==> src/rtl/csr_pkg.sv <==
// csr_pkg: CSR addresses, op encodings and bit positions shared
// by the M-mode CSR unit and its counters.
package csr_pkg;

    typedef enum logic [1:0] {
        CSR_OP_NONE = 2'b00,
        CSR_OP_RW   = 2'b01,
        CSR_OP_RS   = 2'b10,
        CSR_OP_RC   = 2'b11
    } csr_op_e;

    typedef enum logic {
        MTVEC_DIRECT   = 1'b0,
        MTVEC_VECTORED = 1'b1
    } mtvec_mode_e;

    localparam logic [11:0] CSR_MSTATUS   = 12'h300;
    localparam logic [11:0] CSR_MISA      = 12'h301;
    localparam logic [11:0] CSR_MIE       = 12'h304;
    localparam logic [11:0] CSR_MTVEC     = 12'h305;
    localparam logic [11:0] CSR_MSCRATCH  = 12'h340;
    localparam logic [11:0] CSR_MEPC      = 12'h341;
    localparam logic [11:0] CSR_MCAUSE    = 12'h342;
    localparam logic [11:0] CSR_MTVAL     = 12'h343;
    localparam logic [11:0] CSR_MIP       = 12'h344;
    localparam logic [11:0] CSR_MCYCLE    = 12'hB00;
    localparam logic [11:0] CSR_MINSTRET  = 12'hB02;
    localparam logic [11:0] CSR_MCYCLEH   = 12'hB80;
    localparam logic [11:0] CSR_MINSTRETH = 12'hB82;
    localparam logic [11:0] CSR_MHARTID   = 12'hF14;

    localparam int unsigned MSTATUS_MIE    = 3;
    localparam int unsigned MSTATUS_MPIE   = 7;
    localparam int unsigned MSTATUS_MPP_LO = 11;
    localparam int unsigned MSTATUS_MPP_HI = 12;

    localparam int unsigned IRQ_MSI = 3;
    localparam int unsigned IRQ_MTI = 7;
    localparam int unsigned IRQ_MEI = 11;

    function automatic int unsigned cause_msb(input int unsigned xlen);
        return xlen - 1;
    endfunction

endpackage

==> src/rtl/csr_counter64.sv <==
// csr_counter64: 64-bit event counter with per-half CSR writes;
// any write replaces its half and suppresses that cycle's increment.
module csr_counter64
    import csr_pkg::*;
#(
    parameter int unsigned XLEN = 32
) (
    input  logic            clk_i,
    input  logic            rst_i,
    input  logic            inc_i,
    input  logic            wr_lo_i,
    input  logic            wr_hi_i,
    input  logic [XLEN-1:0] wdata_i,
    output logic [63:0]     value_o
);

    logic [63:0] value_q;
    logic [63:0] value_d;

    if (XLEN == 32) begin : g_split
        always_comb begin
            value_d = value_q + 64'(inc_i);
            if (wr_lo_i || wr_hi_i) begin
                value_d = value_q;
            end
            if (wr_lo_i) begin
                value_d[31:0] = wdata_i;
            end
            if (wr_hi_i) begin
                value_d[63:32] = wdata_i;
            end
        end
    end else begin : g_full
        logic unused_hi;
        assign unused_hi = wr_hi_i;

        always_comb begin
            value_d = value_q + 64'(inc_i);
            if (wr_lo_i) begin
                value_d = 64'(wdata_i);
            end
        end
    end

    always_ff @(posedge clk_i or negedge rst_i) begin
        if (!rst_i) begin
            value_q <= '0;
        end else begin
            value_q <= value_d;
        end
    end

    assign value_o = value_q;

endmodule

==> src/rtl/csr_unit.sv <==
// csr_unit: M-mode CSR file with CSRRW/RS/RC, trap entry, mret,
// interrupt gating and mcycle/minstret counters.
module csr_unit
    import csr_pkg::*;
#(
    parameter int unsigned     XLEN         = 32,
    parameter logic [XLEN-1:0] MTVEC_RESET  = XLEN'(32'h8000_0000),
    parameter logic [XLEN-1:0] MHARTID      = '0,
    parameter bit              HAS_COUNTERS = 1'b1
) (
    input  logic            clk_i,
    input  logic            rst_i,
    input  logic [11:0]     csr_addr_i,
    input  logic [1:0]      csr_op_i,
    input  logic [XLEN-1:0] csr_wdata_i,
    output logic [XLEN-1:0] csr_rdata_o,
    output logic            illegal_o,
    input  logic            trap_i,
    input  logic [XLEN-1:0] trap_cause_i,
    input  logic [XLEN-1:0] trap_pc_i,
    input  logic [XLEN-1:0] trap_val_i,
    input  logic            mret_i,
    input  logic            retire_i,
    input  logic            irq_soft_i,
    input  logic            irq_timer_i,
    input  logic            irq_ext_i,
    output logic            irq_pending_o,
    output logic [XLEN-1:0] trap_vector_o,
    output logic [XLEN-1:0] mepc_o
);

    localparam int unsigned CMSB = cause_msb(XLEN);
    localparam logic [XLEN-1:0] IRQ_MASK =
        XLEN'((32'd1 << IRQ_MSI) | (32'd1 << IRQ_MTI) | (32'd1 << IRQ_MEI));
    localparam logic [1:0] MXL = (XLEN == 64) ? 2'd2 : 2'd1;
    localparam logic [XLEN-1:0] MISA =
        {MXL, {(XLEN-28){1'b0}}, 26'h000_1100};

    logic            sts_mie_q, sts_mie_d;
    logic            sts_mpie_q, sts_mpie_d;
    logic [XLEN-1:0] mtvec_q, mtvec_d;
    logic [XLEN-1:0] mepc_q, mepc_d;
    logic [XLEN-1:0] mcause_q, mcause_d;
    logic [XLEN-1:0] mtval_q, mtval_d;
    logic [XLEN-1:0] mscratch_q, mscratch_d;
    logic [XLEN-1:0] mie_q, mie_d;

    logic [63:0]     mcycle, minstret;
    logic [XLEN-1:0] mstatus, mip, rdata, wval, tvec_base;
    logic            impl, ro, illegal, csr_we;
    logic            cyc_wr_lo, cyc_wr_hi, ret_wr_lo, ret_wr_hi;
    csr_op_e         op;

    assign op = csr_op_e'(csr_op_i);

    always_comb begin
        mstatus                                = '0;
        mstatus[MSTATUS_MIE]                   = sts_mie_q;
        mstatus[MSTATUS_MPIE]                  = sts_mpie_q;
        mstatus[MSTATUS_MPP_HI:MSTATUS_MPP_LO] = 2'b11;
    end

    always_comb begin
        mip          = '0;
        mip[IRQ_MSI] = irq_soft_i;
        mip[IRQ_MTI] = irq_timer_i;
        mip[IRQ_MEI] = irq_ext_i;
    end

    always_comb begin
        rdata = '0;
        impl  = 1'b1;
        ro    = 1'b0;
        case (csr_addr_i)
            CSR_MSTATUS:  rdata = mstatus;
            CSR_MISA: begin
                rdata = MISA;
                ro    = 1'b1;
            end
            CSR_MIE:      rdata = mie_q;
            CSR_MTVEC:    rdata = mtvec_q;
            CSR_MSCRATCH: rdata = mscratch_q;
            CSR_MEPC:     rdata = mepc_q;
            CSR_MCAUSE:   rdata = mcause_q;
            CSR_MTVAL:    rdata = mtval_q;
            CSR_MIP: begin
                rdata = mip;
                ro    = 1'b1;
            end
            CSR_MCYCLE:   rdata = mcycle[XLEN-1:0];
            CSR_MINSTRET: rdata = minstret[XLEN-1:0];
            CSR_MCYCLEH: begin
                if (XLEN == 32) rdata = XLEN'(mcycle[63:32]);
                else            impl  = 1'b0;
            end
            CSR_MINSTRETH: begin
                if (XLEN == 32) rdata = XLEN'(minstret[63:32]);
                else            impl  = 1'b0;
            end
            CSR_MHARTID: begin
                rdata = MHARTID;
                ro    = 1'b1;
            end
            default:      impl = 1'b0;
        endcase
    end

    assign illegal = (op != CSR_OP_NONE) &&
                     (!impl || (ro && (csr_wdata_i != '0)));

    always_comb begin
        unique case (op)
            CSR_OP_RS: wval = rdata | csr_wdata_i;
            CSR_OP_RC: wval = rdata & ~csr_wdata_i;
            default:   wval = csr_wdata_i;
        endcase
    end

    // Set/clear with a zero mask is a pure read and must not write.
    assign csr_we = (op != CSR_OP_NONE) && !illegal &&
                    !trap_i && !mret_i &&
                    ((op == CSR_OP_RW) || (csr_wdata_i != '0));

    assign cyc_wr_lo = csr_we && (csr_addr_i == CSR_MCYCLE);
    assign cyc_wr_hi = csr_we && (csr_addr_i == CSR_MCYCLEH);
    assign ret_wr_lo = csr_we && (csr_addr_i == CSR_MINSTRET);
    assign ret_wr_hi = csr_we && (csr_addr_i == CSR_MINSTRETH);

    always_comb begin
        sts_mie_d  = sts_mie_q;
        sts_mpie_d = sts_mpie_q;
        mtvec_d    = mtvec_q;
        mepc_d     = mepc_q;
        mcause_d   = mcause_q;
        mtval_d    = mtval_q;
        mscratch_d = mscratch_q;
        mie_d      = mie_q;
        if (trap_i) begin
            sts_mpie_d = sts_mie_q;
            sts_mie_d  = 1'b0;
            mepc_d     = {trap_pc_i[XLEN-1:2], 2'b00};
            mcause_d   = trap_cause_i;
            mtval_d    = trap_val_i;
        end else if (mret_i) begin
            sts_mie_d  = sts_mpie_q;
            sts_mpie_d = 1'b1;
        end else if (csr_we) begin
            case (csr_addr_i)
                CSR_MSTATUS: begin
                    sts_mie_d  = wval[MSTATUS_MIE];
                    sts_mpie_d = wval[MSTATUS_MPIE];
                end
                CSR_MIE:      mie_d      = wval & IRQ_MASK;
                CSR_MTVEC:    mtvec_d    = {wval[XLEN-1:2], 1'b0, wval[0]};
                CSR_MSCRATCH: mscratch_d = wval;
                CSR_MEPC:     mepc_d     = {wval[XLEN-1:2], 2'b00};
                CSR_MCAUSE:   mcause_d   = wval;
                CSR_MTVAL:    mtval_d    = wval;
                default: ;
            endcase
        end
    end

    always_ff @(posedge clk_i or negedge rst_i) begin
        if (!rst_i) begin
            sts_mie_q  <= 1'b0;
            sts_mpie_q <= 1'b0;
            mtvec_q    <= MTVEC_RESET;
            mepc_q     <= '0;
            mcause_q   <= '0;
            mtval_q    <= '0;
            mscratch_q <= '0;
            mie_q      <= '0;
        end else begin
            sts_mie_q  <= sts_mie_d;
            sts_mpie_q <= sts_mpie_d;
            mtvec_q    <= mtvec_d;
            mepc_q     <= mepc_d;
            mcause_q   <= mcause_d;
            mtval_q    <= mtval_d;
            mscratch_q <= mscratch_d;
            mie_q      <= mie_d;
        end
    end

    if (HAS_COUNTERS) begin : g_cnt
        csr_counter64 #(.XLEN(XLEN)) u_mcycle (
            .clk_i   (clk_i),
            .rst_i   (rst_i),
            .inc_i   (1'b1),
            .wr_lo_i (cyc_wr_lo),
            .wr_hi_i (cyc_wr_hi),
            .wdata_i (wval),
            .value_o (mcycle)
        );
        csr_counter64 #(.XLEN(XLEN)) u_minstret (
            .clk_i   (clk_i),
            .rst_i   (rst_i),
            .inc_i   (retire_i),
            .wr_lo_i (ret_wr_lo),
            .wr_hi_i (ret_wr_hi),
            .wdata_i (wval),
            .value_o (minstret)
        );
    end else begin : g_nocnt
        logic unused_cnt;
        assign unused_cnt = ^{retire_i, cyc_wr_lo, cyc_wr_hi,
                              ret_wr_lo, ret_wr_hi};
        assign mcycle     = '0;
        assign minstret   = '0;
    end

    assign tvec_base = {mtvec_q[XLEN-1:2], 2'b00};

    // Only interrupts are vectored; exceptions always go to the base.
    always_comb begin
        trap_vector_o = tvec_base;
        if ((mtvec_mode_e'(mtvec_q[0]) == MTVEC_VECTORED) &&
            trap_cause_i[CMSB]) begin
            trap_vector_o = tvec_base + {trap_cause_i[XLEN-3:0], 2'b00};
        end
    end

    assign csr_rdata_o   = rdata;
    assign illegal_o     = illegal;
    assign irq_pending_o = sts_mie_q & (|(mie_q & mip));
    assign mepc_o        = mepc_q;

endmodule

==> config.mk <==
export PLATFORM = sky130hd
export DESIGN_NAME = csr_unit
export DESIGN_NICKNAME = d
export VERILOG_FILES = /design/src/rtl/csr_pkg.sv /design/src/rtl/csr_counter64.sv /design/src/rtl/csr_unit.sv
export SDC_FILE = /design/constraint.sdc
export NUM_CORES = 1
export LEC_CHECK = 0
export BUFFER_PORTS_ARGS = -buffer_cell sky130_fd_sc_hd__buf_2
export CORE_MARGIN = 8
export CORE_UTILIZATION = 30
export DETAILED_ROUTE_END_ITERATION = 8
export MAX_ROUTING_LAYER = met4
export PLACE_DENSITY = 0.53
export SETUP_SLACK_MARGIN = 0.5
export SYNTH_ARGS = -nofsm -noshare
export SYNTH_HDL_FRONTEND = slang
export SYNTH_HIERARCHICAL = 1
export SYNTH_SLANG_ARGS = --single-unit
==> constraint.sdc <==
create_clock -name clk_i -period 3.77 [get_ports clk_i]
set_input_delay 0.5655 -clock clk_i [delete_from_list [all_inputs] [get_ports clk_i]]
set_output_delay 0.5655 -clock clk_i [all_outputs]
set_load 0.02 [all_outputs]
=== Word-level counts from Yosys, hierarchy flattened ===
Cells that the tools add are included.

* Bits in registers: 292
* Output and inout bits: 98
* Word-level logic and storage cells: 112

* Add/subtract/negate cells: 3
* Equality and inequality tests: 22
* Multiplexer cells: 31
* Bitwise operators: 7
* Reduce and logical (&&, ||, !) cells: 37

{| class="wikitable"
|+ Operators by type and width
! cell !! number
|-
| 2-to-1 mux 32 bit || 17
|-
| one-hot mux 32 bit (13 select lines) || 1
|-
| 2-to-1 mux 64 bit || 2
|-
| equality test 12 x 10 -> 1 bit (second input constant) || 9
|-
| adder 64 x 1 -> 64 bit || 1
|-
| adder 64 x 1 -> 64 bit (second input constant) || 1
|-
| one-hot mux 32 bit (2 select lines) || 1
|-
| equality test 12 bit (second input constant) || 5
|-
| adder 32 bit || 1
|-
| AND 32 bit || 1
|-
| NOT 32 bit || 1
|-
| bitwise OR 32 bit || 1
|-
| nonzero test 32 bit || 1
|-
| OR reduction 32 bit || 1
|-
| OR reduction 14 bit || 1
|-
| AND 12 bit || 1
|-
| AND reduction 4 bit || 3
|-
| logical AND 1 bit || 11
|-
| 2-to-1 mux 1 bit || 10
|-
| nonzero test 2 bit || 5
|-
| AND reduction 3 bit || 3
|-
| != test 2 x 1 -> 1 bit (second input constant) || 4
|-
| nonzero test 3 bit || 2
|-
| equality test 2 bit (second input constant) || 2
|-
| 8 further kinds || 15
|}

=== Longest topological paths before layout ===
* Depth after elaboration: 15
* Mapped depth: 15

=== Cells and area by module ===
The synthesis kept the hierarchy.

{| class="wikitable"
|+ Modules (own cells, without submodules)
! module !! times used !! cells an instance !! area each (µm²) !! seq. area each (µm²)
|-
| csr_unit || 1 || 1268 || 11305.8 || 4055.1
|-
| csr_counter64 at g_cnt.u_mcycle || 1 || 447 || 3968.8 || 1601.5
|-
| csr_counter64 at g_cnt.u_minstret || 1 || 457 || 3927.5 || 1601.5
|}

=== Worst setup path before layout ===
No wires, ideal clock.

* Path kind: input -> register
* Start point: in csr_addr_i[4]
* End point: reg g_cnt.u_minstret.value_q[41], in the netlist g_cnt.u_minstret/value_o[41]
* Arrival: 3621 ps
* Required time: 3629 ps
* Path slack: 7 ps
* Stages on the path: 14
* Path through: buf_2 -> or4b_1 -> buf_2 -> or3b_1 -> a211oi_2 -> nor3_1 -> or3_1 -> nor3_1 -> clkbuf_1 -> clkbuf_1 -> inv_1 -> clkbuf_1 -> nor2_1 -> a31oi_1

* Word-level cells in the longest chain between the ends: 14
* Elaborated cells between the ends (all ways): 36
* Classes of those cells: 15 x eq/ne; 5 x mux; 2 x bitwise; 14 x reduce/logical

{| class="wikitable"
|+ Ends and longest elaborated chain
! element !! line !! source
|-
| start, declared || csr_unit.sv:13 || <nowiki>input logic [11:0] csr_addr_i,</nowiki>
|-
| equality test 12 bit (tied with other cells) || csr_unit.sv:74 || <nowiki>case (csr_addr_i)</nowiki>
|-
| OR reduction 14 bit (no line) / OR reduction 3 bit (equally long branches) || n/a ||
|-
| 2-to-1 mux 1 bit (on tied branches) || n/a ||
|-
| zero test 1 bit / logical AND 1 bit (equally long branches) || csr_unit.sv:109 || <nowiki>(!impl || (ro && (csr_wdata_i != '0)));</nowiki>
|-
| logical OR 1 bit || csr_unit.sv:109 ||
|-
| logical AND 1 bit || csr_unit.sv:108 || <nowiki>assign illegal = (op != CSR_OP_NONE) &&</nowiki>
|-
| zero test 1 bit || csr_unit.sv:120 || <nowiki>assign csr_we = (op != CSR_OP_NONE) && !illegal &&</nowiki>
|-
| logical AND 1 bit (2 in a row) || csr_unit.sv:120 ||
|-
| logical AND 1 bit (2 in a row) || csr_unit.sv:121 || <nowiki>!trap_i && !mret_i &&</nowiki>
|-
| logical AND 1 bit * || csr_unit.sv:127 || <nowiki>assign ret_wr_hi = csr_we && (csr_addr_i == CSR_MINSTRETH);</nowiki>
|-
| via ret_wr_hi || csr_unit.sv:51 || <nowiki>logic cyc_wr_lo, cyc_wr_hi, ret_wr_lo, ret_wr_hi;</nowiki>
|-
| logical OR 1 bit || csr_counter64.sv:23 || <nowiki>if (wr_lo_i || wr_hi_i) begin</nowiki>
|-
| != test 2 x 1 -> 1 bit (no line) || n/a ||
|-
| end signal, assigned || csr_counter64.sv:49 || <nowiki>value_q <= value_d;</nowiki>
|-
| end, declared || csr_counter64.sv:17 || <nowiki>logic [63:0] value_q;</nowiki>
|}

The timed path passes the listed nets; every way through them passes the cells marked *.
A chain may end at the register's enable or synchronous reset.

=== Worst setup path after layout ===
* Start point: reg mtvec_q[11]
* End point: out trap_vector_o[26]

* Word-level cells in the longest chain between the ends: 2

{| class="wikitable"
|+ Ends and longest elaborated chain
! element !! line !! source
|-
| start, declared || csr_unit.sv:41 || <nowiki>logic [XLEN-1:0] mtvec_q, mtvec_d;</nowiki>
|-
| start signal, assigned || csr_unit.sv:177 || <nowiki>mtvec_q <= mtvec_d;</nowiki>
|-
| adder 32 bit || csr_unit.sv:220 || <nowiki>trap_vector_o = tvec_base + {trap_cause_i[XLEN-3:0], 2'b00};</nowiki>
|-
| 2-to-1 mux 32 bit || csr_unit.sv:218 || <nowiki>if ((mtvec_mode_e'(mtvec_q[0]) == MTVEC_VECTORED) &&</nowiki>
|-
| end, declared || csr_unit.sv:28 || <nowiki>output logic [XLEN-1:0] trap_vector_o,</nowiki>
|}

No other way between the ends.

==> metrics.md <==
| Metric | Value |
|---|---|
| Main area contributors after synthesis | `dfrtp_1, nand2_1, a22oi_1, mux2i_1, o21ai_0` |
| Site row count | `92` |
| Status | `complete, but fails checks` |
| Final worst path period need | `just under 4 ns` |
| Mapped Area | `around 0.019 mm2` |
| Crit path kind | `reg -> out` |
| Post-Synth Adder-Cell Area | `about 2.3%` |
| Initial antenna violation count | `3` |
| Routed WL per cell | `27.2 um` |
| Async SR Flop Fraction | `100%` |
| Combinational share of power | `13.0%` |
| Final Hold Viols | `0` |
| Die footprint | `0.0724 mm2` |
| TritonCTS clock tree | `done` |
| Post-synth top area share | `a little under two fifths` |
| Bufs on Longest Clock Path | `3` |
| # DRC | `0` |
| Worst Path Arrival | `between 3 and 4 ns` |
| GPL Wtd Cong | `0.977` |
| Critical Path Fanout Max | `5` |
| Clock Sinks | `290` |
| Seq pwr share | `roughly two fifths` |
| Drt pass-1 iters | `6` |
| Worst setup margin | `-0.205 ns` |
| Hpwl dp | `~74 mm` |
| Power share of the clock group | `roughly 46%` |
| R2r endpoint | `g_cnt.u_minstret/value_o[61]$_DFFE_PN0P_` |
| Starting Density | `30.4%` |
| Power Dens Cells | `approximately 320 mW/mm2` |
| Layout cells sized above 1 | `34.2%` |
| Hold EP | `mtval_q[31]$_DFFE_PN0P_` |
| Cell taking the most area after synthesis | `dfrtp_1` |
| Complex-gate fraction of the synthesized area | `19.2%` |
| Vias in the first global route | `about 20000` |
| Setup-failing EPs final | `12` |
| Main synth FF type | `dfrtp_1` |
| Hold WS | `about 0.21 ns` |
| Launch point of the worst reg-to-reg path | `g_cnt.u_minstret/value_o[61]$_DFFE_PN0P_` |
| Worst Reg-to-Reg Cells | `12` |
| Post-Syn Instances | `around 2200` |
| Synth warn | `6` |
| HP Class | `in -> reg` |
| Final WL | `96.8 mm` |
| Xor-xnor portion of the synthesized cell area | `roughly 4.3%` |
| Synth Area in Simple Gates | `a little under a quarter` |
| Synth cell types | `a little over 90` |
| DR vias/cell | `around 5.8` |
| DIE HEIGHT | `around 270 um` |
| Core ar. | `about 0.063 mm2` |
| Unrepaired setup endpoints after global routing | `true` |
| Number of top-level pins | `approximately 250` |
| Slew margin rel. | `between 15 and 20%` |
| # port buffers | `between 200 and 250` |
| Grt total ovfl | `0` |
| Max-slew violations | `0` |
| Total track usage | `26.6%` |
| First-pass GRT wire length | `between 100 and 150 mm` |
| Clk root buf | `clkbuf_16` |
| Peak VDD IR | `0.243 mV` |
| Leakage dissipation | `11.8 nW` |
| Power Total | `approximately 8.5 mW` |
| Die Span X | `roughly 270 um` |
| Max Clock Skew | `~0.019 ns` |
| Worst-margin pin slew | `roughly 1.2 ns` |
| Sequential fraction of the synthesis area | `a little under two fifths` |
| Post-synth EDFFs | `0` |
| Post-Syn Area per Cell | `around 8.8 um2` |
| Final nets | `2875` |
| Switching share of power | `between 20% and 30%` |
| R2R Setup Slk | `~0.76 ns` |
| Initial DRC count | `between 2000 and 2500` |
| DP Cell Count | `between 3000 and 4000` |
| Largest net degree at the start of global routing | `91` |
| Clk slew on worst S/H paths | `roughly 0.060 ns` |
| Hold_sp | `trap_val_i[31]` |
| Sw Pwr | `2.41 mW` |
| Pint | `slightly above 6 mW` |
| Synthesis-stage register bit count | `290` |
| Non-filler instance count after layout | `roughly 3600` |
| Final period utilization | `105%` |
| Largest family of logic cells by synthesized area | `simple AND/OR/NAND/NOR gates` |
| Failing checks | `setup timing` |
| CP Capture Type | `output pin` |
| Maxcap violations | `0` |
| Cts bufs inserted | `38` |
| Via count | `20700` |
| Clock latency on the worst-skew pair | `around 0.57 ns` |
| Hold Path Cell Cnt | `3` |
| CP Launch Type | `register` |
| Area grow syn2layout | `40.8%` |
| Antenna-violating nets left | `0` |
| Fmax | `roughly 250 MHz` |
| Mux share of post-synthesis cell area | `between 8 and 9%` |
| H-Tree Depth | `2` |
| Crit path required time | `roughly 3.2 ns` |
| Setup_tns | `-1.24 ns` |
## metal layers
| metal | part of all wire, % | vias to the layer above | wire, um | track usage [%] |
|---|---|---|---|---|
| met5 | 0 | - | 0 | - |
| met3 | 9.5 | 147 | 9220 | 4.50 |
| met1 | 45 | 10400 | 43200 | 37.7 |
| li1 | - | 9179 | - | - |
| met2 | 43 | 976 | 41800 | 39.3 |
| met4 | 2.7 | 0 | 2620 | 6.33 |
## layout make-up
cell class                      instances  area [um2]
Fill cell                            6212       36200
Multi-Input combinational cell       1710       12300
Tap cell                              846        1060
Inverter                               38         145
Timing Repair Buffer                  613        5000
Clock inverter                         11         228
Antenna cell                            2        5.00
Sequential cell                       290        7260
Clock buffer                           55        1100
## power by group through the flow
stage | Clock [mW] | Combinational, mW | Sequential, mW
final | 3.93 | 1.11 | 3.51
after global routing | 4.09 | 1.19 | 3.52
after CTS | 3.97 | 1.06 | 3.49
after detailed placement | 0 | 1.04 | 3.54
after global placement | 0 | 1.02 | 3.54
after floorplan | 0 | 0.450 | 3.49
## layout by cell type, fill, tap and decap left out, types with 9 or more instances in the layout
cell,netlist,routed
nand2_1,332,325
buf_4,6,294
dfrtp_1,289,288
buf_2,38,189
a22oi_1,115,109
o21ai_1,61,104
a21oi_1,101,86
mux2i_1,85,85
o21ai_0,137,84
buf_6,3,79
nand4_1,73,73
nor2_1,80,71
nand3_1,77,70
mux2_2,58,58
xor2_1,47,46
xnor2_1,47,42
clkbuf_16,0,40
buf_12,0,34
inv_1,38,29
nor4_1,38,27
ha_1,33,25
a31oi_1,28,25
a222oi_1,24,24
and3_1,27,24
nor2b_1,28,24
nor3_1,40,23
or4_1,26,21
or3_1,20,19
a21oi_2,2,14
buf_8,3,14
nor4_4,6,13
and2_1,16,13
and4_1,13,13
mux2_1,13,13
nor3_4,1,12
o21ai_2,3,12
a21o_1,12,12
nand4b_1,11,11
clkbuf_1,83,10
o31ai_1,17,9
## critical path, stage by stage (launching register included)
cell and delay, ns:
dfrtp_1 0.39, ha_1 0.36, a21o_1 0.20, a21o_1 0.17
a21oi_1 0.18, o21ai_1 0.12, a21oi_2 0.25, a21oi_2 0.12
buf_4 0.16, or3_1 0.34, o31a_1 0.26, o21ai_2 0.15
buf_6 0.14
## registers in the layout, indices dropped and copies added, names as in the netlist
name	cells
g_cnt.u_minstret/value_o	64
mtvec_q	31
mscratch_q	32
g_cnt.u_mcycle/value_o	64
mcause_q	32
mtval_q	32
mepc_o	30
sts_mie_q	1
mie_q	3
sts_mpie_q	1
## worst max path at each step
stage | startpoint | to | cells past startpoint
final | mtvec_q[11]$_DFFE_PN0P_ | trap_vector_o[26] | 12
after global routing | mtvec_q[2]$_DFFE_PN0P_ | trap_vector_o[24] | 15
after CTS | mtvec_q[2]$_DFFE_PN0P_ | trap_vector_o[24] | 15
after detailed placement | trap_cause_i[4] | trap_vector_o[31] | 15
after global placement | trap_cause_i[1] | trap_vector_o[31] | 14
after floorplan | csr_addr_i[4] | g_cnt.u_minstret/value_o[43]$_DFFE_PN0P_ | 14
## cell usage after synthesis (8+ instances only)
| cell type | count |
|---|---|
| nand2_1 | 332 |
| dfrtp_1 | 289 |
| o21ai_0 | 137 |
| a22oi_1 | 115 |
| a21oi_1 | 101 |
| mux2i_1 | 85 |
| clkbuf_1 | 83 |
| nor2_1 | 80 |
| nand3_1 | 77 |
| nand4_1 | 73 |
| o21ai_1 | 61 |
| mux2_2 | 58 |
| xnor2_1 | 47 |
| xor2_1 | 47 |
| nor3_1 | 40 |
| buf_2 | 38 |
| inv_1 | 38 |
| nor4_1 | 38 |
| ha_1 | 33 |
| a31oi_1 | 28 |
| nor2b_1 | 28 |
| and3_1 | 27 |
| or4_1 | 26 |
| a222oi_1 | 24 |
| or3_1 | 20 |
| o31ai_1 | 17 |
| and2_1 | 16 |
| and4_1 | 13 |
| mux2_1 | 13 |
| a21o_1 | 12 |
| nand4b_1 | 11 |
| nand2b_1 | 9 |
| a221o_1 | 8 |
## stage by stage
step	setup slack [ns]	utilization, %	cell area, um2
finish	-0.205	42.8	27000
global route	-0.363	42.8	27000
CTS	-0.234	40.7	25700
detailed placement	-0.254	37.4	23600
global placement	-0.246	37.4	23600
floorplan	0.230	-	19500
## cell families after synthesis
logic type	count (synthesis)
and+or+nand+nor	847
muxes	156
DFF	290
other	2
AOI/OAI and AO/OA	574
xor gates and xnor gates	94
adders and majority gates	34
buffers and inverters	175
## repair_timing
| item | in CTS | in global routing |
|---|---|---|
| pin swaps | 53 | 115 |
| hold buffers | 1 | 0 |
| setup endpoints to repair | 69 | 103 |
| hold endpoints to repair | 15 | 0 |
| gates cloned | 0 | 1 |
| resized for setup | 134 | 232 |
| setup buffers | 33 | 46 |
Note: power is estimated with default switching activity, not from simulation.
